<file path="config.mk">
export PLATFORM = sky130hd
export DESIGN_NAME = enduro_gray_ptr_sync
export DESIGN_NICKNAME = d
export VERILOG_FILES = /design/src/rtl/enduro_gray_ptr_sync.sv
export SDC_FILE = /design/constraint.sdc
export NUM_CORES = 1
export LEC_CHECK = 0
export BUFFER_PORTS_ARGS = -buffer_cell sky130_fd_sc_hd__buf_2
export CORE_MARGIN = 3
export CORE_UTILIZATION = 25
export CTS_BUF_LIST = sky130_fd_sc_hd__clkbuf_8
export CTS_CLUSTER_SIZE = 25
export DETAILED_ROUTE_END_ITERATION = 7
export GPL_ROUTABILITY_DRIVEN = 0
export PLACE_DENSITY = 0.51
export SYNTH_ARGS = -nofsm -noshare
export SYNTH_HDL_FRONTEND = slang
export SYNTH_SLANG_ARGS = --single-unit
</file>
<file path="constraint.sdc">
create_clock -name clk -period 5.9 [get_ports clk]
set_clock_uncertainty 0.1 [all_clocks]
set_input_delay 0.295 -clock clk [delete_from_list [all_inputs] [get_ports clk]]
set_output_delay 0.295 -clock clk [all_outputs]
set_load 0.02 [all_outputs]
</file>
<file path="src/rtl/enduro_gray_ptr_sync.sv">
// Gray pointer synchronizer for enduro FIFO pointer crossings.
// A Gray pointer from the remote domain passes through a STAGES-deep flop chain.
// The synchronized value is converted to binary, and each change is reported as
// an advance (step). Any transition that changes more than one Gray bit raises a
// sticky error and increments a saturating counter.
module enduro_gray_ptr_sync #(
    parameter int BW     = 4,
    parameter int STAGES = 2,
    parameter int CNT_W  = 8
) (
    input  logic             clk,
    input  logic             reset,
    input  logic [BW-1:0]    gray_in,
    input  logic             err_clr,
    output logic [BW-1:0]    gray_sync,
    output logic [BW-1:0]    bin_out,
    output logic             bin_valid,
    output logic [BW-1:0]    step,
    output logic             step_pulse,
    output logic             err_multi_bit,
    output logic [CNT_W-1:0] err_count
);

    // Reject unsupported parameter values at elaboration.
    if (STAGES < 2 || STAGES > 4) begin : g_bad_stages
        $error("enduro_gray_ptr_sync: STAGES must be in 2..4");
    end
    if (BW < 2) begin : g_bad_bw
        $error("enduro_gray_ptr_sync: BW must be >= 2");
    end
    if (CNT_W < 1) begin : g_bad_cnt_w
        $error("enduro_gray_ptr_sync: CNT_W must be >= 1");
    end

    // Warm-up counter: wide enough to hold STAGES+1.
    localparam int WC_W = $clog2(STAGES + 2);
    localparam logic [WC_W-1:0] WARM = WC_W'(STAGES + 1);

    // Gray to binary: b[BW-1] = g[BW-1], b[i] = b[i+1] ^ g[i].
    function automatic logic [BW-1:0] gray2bin(input logic [BW-1:0] g);
        logic [BW-1:0] b;
        b[BW-1] = g[BW-1];
        for (int i = BW - 2; i >= 0; i--) begin
            b[i] = b[i+1] ^ g[i];
        end
        return b;
    endfunction

    // True when more than one bit is set.
    function automatic logic multi_bit(input logic [BW-1:0] d);
        int ones;
        ones = 0;
        for (int i = 0; i < BW; i++) begin
            ones += int'(d[i]);
        end
        return (ones > 1);
    endfunction

    logic [BW-1:0]   sync_p [STAGES];
    logic [BW-1:0]   gray_q;
    logic [WC_W-1:0] wcnt;
    logic [BW-1:0]   bin_new;
    logic [BW-1:0]   bin_diff;
    logic            en;
    logic            err_ev;

    assign gray_sync = sync_p[STAGES-1];
    assign bin_new   = gray2bin(gray_sync);
    assign bin_diff  = bin_new - bin_out;
    // Comparisons are enabled only after bin_valid was already high. This keeps
    // the zeros left by reset from producing a spurious step or error.
    assign en        = bin_valid;
    assign err_ev    = en & multi_bit(gray_sync ^ gray_q);

    // Plain synchronizer chain; no logic between stages.
    always_ff @(posedge clk) begin
        if (reset) begin
            for (int k = 0; k < STAGES; k++) begin
                sync_p[k] <= '0;
            end
        end else begin
            sync_p[0] <= gray_in;
            for (int k = 1; k < STAGES; k++) begin
                sync_p[k] <= sync_p[k-1];
            end
        end
    end

    // Binary stage, previous Gray sample, and warm-up tracking.
    always_ff @(posedge clk) begin
        if (reset) begin
            bin_out   <= '0;
            gray_q    <= '0;
            wcnt      <= '0;
            bin_valid <= 1'b0;
        end else begin
            bin_out <= bin_new;
            gray_q  <= gray_sync;
            if (wcnt != WARM) begin
                wcnt <= wcnt + 1'b1;
            end
            bin_valid <= (wcnt >= WARM - 1'b1);
        end
    end

    // Advance reporting. step keeps its last value between pulses.
    always_ff @(posedge clk) begin
        if (reset) begin
            step       <= '0;
            step_pulse <= 1'b0;
        end else begin
            step_pulse <= en & (bin_new != bin_out);
            if (en && (bin_new != bin_out)) begin
                step <= bin_diff;
            end
        end
    end

    // Multi-bit error tracking. If an event and err_clr arrive together, the event wins.
    always_ff @(posedge clk) begin
        if (reset) begin
            err_multi_bit <= 1'b0;
            err_count     <= '0;
        end else if (err_ev) begin
            err_multi_bit <= 1'b1;
            if (err_clr) begin
                err_count <= CNT_W'(1);
            end else if (err_count != '1) begin
                err_count <= err_count + 1'b1;
            end
        end else if (err_clr) begin
            err_multi_bit <= 1'b0;
            err_count     <= '0;
        end
    end

endmodule

</file>
# Word-level counts from Yosys, hierarchy flattened

Memories as Yosys holds them, arrays and structs flattened.
Index checks and enable logic that the tools add are counted.

Add/subtract/negate cells: 6
$lt $le $gt $ge: 2
Eq/ne operators: 3
Mux-type cells: 11
Bitwise gates (word level): 8
Reduce and logical (&&, ||, !) cells: 4

Operators with widths:

| cell                | count |
|---|---|
| $mux 8              | 4 |
| $add 8x1->8 const B | 1 |
| $mux 4              | 2 |
| $ne 8x8->1 const B  | 1 |
| $mux 1              | 5 |
| $add 3x1->4         | 1 |
| $gt 4x1->1 const B  | 1 |
| $ne 4x4->1          | 1 |
| $reduce_bool 2->1   | 2 |
| $sub 4x4->4         | 1 |
| $xor 4x4->4         | 1 |
| $add 2x1->3         | 1 |
| $xor 1x1->1         | 3 |
| $add 1x1->2         | 1 |
| $add 2x1->2 const B | 1 |
| $and 1x1->1         | 2 |
| $ge 2x2->1 const B  | 1 |
| $ne 2x2->1 const B  | 1 |
| $or 1x1->1          | 2 |
| $reduce_and 2->1    | 1 |
| $logic_and 1x1->1   | 1 |

Register bits: 25
RAM bits: 8
Input port bits: 7
Output and inout port bits: 23
Logic and storage cells: 43
Memories kept: 1

Memories:

| memory | words | bits a word | read ports | clocked after Yosys merged registers in | write ports | RTL line | text |
|---|---|---|---|---|---|---|---|
| sync_p | 2     | 4           | 2          | 0                                       | 2           | 59       | `logic [BW-1:0] sync_p [STAGES];` |

# Depth between registers and ports, before layout

Depth after elaboration: 8
Mapped depth: 9
Gate-level depth less buffers: 9

# Worst setup path after synthesis

Ideal clock, no wire load.

Path type: register -> register
Start point: memory sync_p[1][3], in the netlist sync_p[0][7]
End point: register step[3]
Setup time: 0.071 ns
Data arrival time: 1.967 ns
Data required time: 5.729 ns
Slack: 3.762 ns
Cell stages (with the launch flop): 9
Buffers on the path: 0
Cell sequence: dfxtp_1 > xor2_1 > xnor2_1 > xor2_1 > ha_1 > nand3_1 > o21ai_2 > or3_1 > a21oi_1

RTL lines:

| element              | RTL line | text |
|---|---|---|
| start, declared      | 59       |  |
| end signal, assigned | 114      | `step <= bin_diff;` |
| end, declared        | 18       | `output logic [BW-1:0] step,` |

==> impl_metrics.tcl <==
set metrics [dict create \
    outcome "complete, no violations" \
    max_slew_margin_pct 59.4 \
    grtUsageTotal_pct 9.01 \
    r2r_cells 8 \
    syn_area_um2 1400 \
    fin_nets 187 \
    wl_per_cell_um 11.1 \
    stdcell_area_um2 1710 \
    fp.dieH_um 80.9 \
    post_cts_resized 0 \
    finalPower_uw 539 \
    cts.clk_slew.worst_paths_ns 0.07 \
    cts_tree "yes" \
    synth.top_cells.by_count "32 x dfxtp_1, 15 x nor2_1, 15 x nor2b_1, 12 x a21oi_1, 7 x inv_1" \
    drive_gt1_share_pct 24.3 \
    drtPass1Iterations 4 \
    placed_area_um2 1580 \
    die_w_um 80.9 \
    drv_slew 0 \
    drc 0 \
    tightest_slew_ns 0.608 \
    p_leak_nw 0.774 \
    rsz0062_at_grt "false" \
    synth_cells 145 \
    htree_levels 2 \
    n_antenna_cell 0 \
    setup_viol 0 \
    cts_max_path_buffers 2 \
    finalHoldViolCount 0 \
    synthFlopType "dfxtp_1" \
    design.core.area_um2 5270 \
    syn_nets 160 \
    rows 26 \
    ir_drop_mv 0.142 \
    yosys_warnings 0 \
    grt_overflow 0 \
    dp_hpwl_um 1970 \
    powerDensity_nw_per_um2 316 \
    final_util_pct 32.4 \
    numPortBuffers 29 \
    regToRegSetupSlack_ns 3.53 \
    yosysSeqAreaShare_pct 45.7 \
    crit_path_max_fanout 6 \
    root_buffer "clkbuf_8" \
    viasPerCell 4.32 \
    required_ns 6.01 \
    critPathCaptureType "flip-flop" \
    synth_top_cell_area_share_pct 45.7 \
    finalCritPeriodShare_pct 40.2 \
    grt_first_pass_wirelength_um 4520 \
    antenna_left 0 \
    dp_slack_ns 3.49 \
    crit_end "step[3]" \
    synth_area_leaders "dfxtp_1 46%, nor2b_1 6.7%, ha_1 5.4%" \
    synth_seq_cells 32 \
    wirelength_um 2700 \
    arrival_ns 2.48 \
    setup_slack_ns 3.53 \
    fin_crit_ns 2.37 \
    synth_top_area_cell "dfxtp_1" \
    syn_to_final_growth_pct 21.8 \
    yosysMostFrequentCell "dfxtp_1" \
    synth_cell_type_count 36 \
    synth-edff-count 0 \
    start_util_pct 26.6 \
    dieArea_um2 6540 \
    antenna_found_initial 0 \
    hp-class "in -> reg" \
    cts_buffers 5 \
    vias 1049 \
    drv_cap 0 \
    r2r-end "step[3]" \
    grt_max_degree 29 \
    path_class "reg -> reg" \
    cts.sinks 32 \
    crit_path_start "sync_p[0][7]" \
    timing.rr.start "sync_p[0][7]" \
    drt_iter0_drc 42 \
    cts_setup_buffers 0 \
    startpoint_type "flip-flop" \
    clock_latency_ns 0.28 \
    io_pins 30 \
    fmax_mhz 421 \
    synthArstFlopShare_pct 0 \
    grt_pass1_vias 947 \
    hold_buffers 0 \
    avgSynthCellArea_um2 9.66 \
    setup_tns_ns 0 \
]
[per-layer routing]
metal / up-vias / global-route usage (%) / routed length (um)
li1: 541 / - / -
met1: 477 / 11.6 / 1290
met2: 27 / 13.7 / 1200
met3: 4 / 3.22 / 160
met4: 0 / 3.55 / 49
met5: - / 0 / 0
[through the flow]
stage                     hold WS, ns  std cells
after global placement          0.316        235
after floorplan                 0.314        145
after CTS                       0.117        243
after detailed placement        0.323        235
after global routing            0.135        243
final                           0.124        243
[worst max-delay path: stages, from the launching register on]
cell and delay, ns:
dfxtp_1 0.41, xor2_1 0.28, xnor2_1 0.26, xor2_1 0.22, ha_1 0.26, nand3_1 0.10, o21ai_2 0.12, or3_1 0.40
a21oi_1 0.15
[kinds of logic after synthesis]
kind of cell | Yosys count | synth area share (%)
AOI/OAI and AO/OA | 24 | 11.3
xor gates and xnor gates | 9 | 6.16
adders and majority gates | 8 | 8.21
buffers and inverters | 16 | 5.71
DFF | 32 | 45.7
muxes | 2 | 1.43
and+or+nand+nor | 54 | 21.5
[cell type report]
| cell class | instances | area [um2] |
|---|---|---|
| inverter | 7 | 26.3 |
| sequential | 32 | 641 |
| clock inverter | 1 | 30.0 |
| clock buffer | 7 | 96.3 |
| timing repair buffer | 29 | 145 |
| fill | 575 | 3560 |
| multi-input combinational | 97 | 681 |
| tap | 70 | 87.6 |
[state kept, by name, summed over array words and instances (netlist names)]
register,cells
wcnt,2
sync_p,8
bin_out,4
err_multi_bit,1
gray_q,3
step_pulse,1
step,4
err_count,8
bin_valid,1
[power by group]
group / internal (mW) / total (mW) / switching [mW]
Sequential: 0.230 / 0.239 / 0.00985
Clock: 0.149 / 0.228 / 0.0791
Combinational: 0.0297 / 0.0720 / 0.0424
[placed cells by master (no fill, tap or decap), drive strengths merged, types with 3 or more instances in the layout]
cell type / n
dfxtp: 32
xnor2: 3
xor2: 6
ha: 6
buf: 29
nand4: 3
clkbuf: 7
nand3: 5
inv: 7
nor2: 15
a21o: 3
o21ai: 3
nor2b: 15
a21oi: 12
and3: 4
[worst min-delay path by stage]
stage               cells past startpoint  slack, ns          from            to
floorplan                               1       0.31  sync_p[0][0]  sync_p[0][4]
global placement                        1       0.32  sync_p[0][2]  sync_p[0][6]
detailed placement                      1       0.32  sync_p[0][1]  sync_p[0][5]
CTS                                     2       0.12    gray_in[3]  sync_p[0][3]
global route                            2       0.13    gray_in[1]  sync_p[0][1]
finish                                  2       0.12    gray_in[3]  sync_p[0][3]
Power figures use the tool's default switching activity.
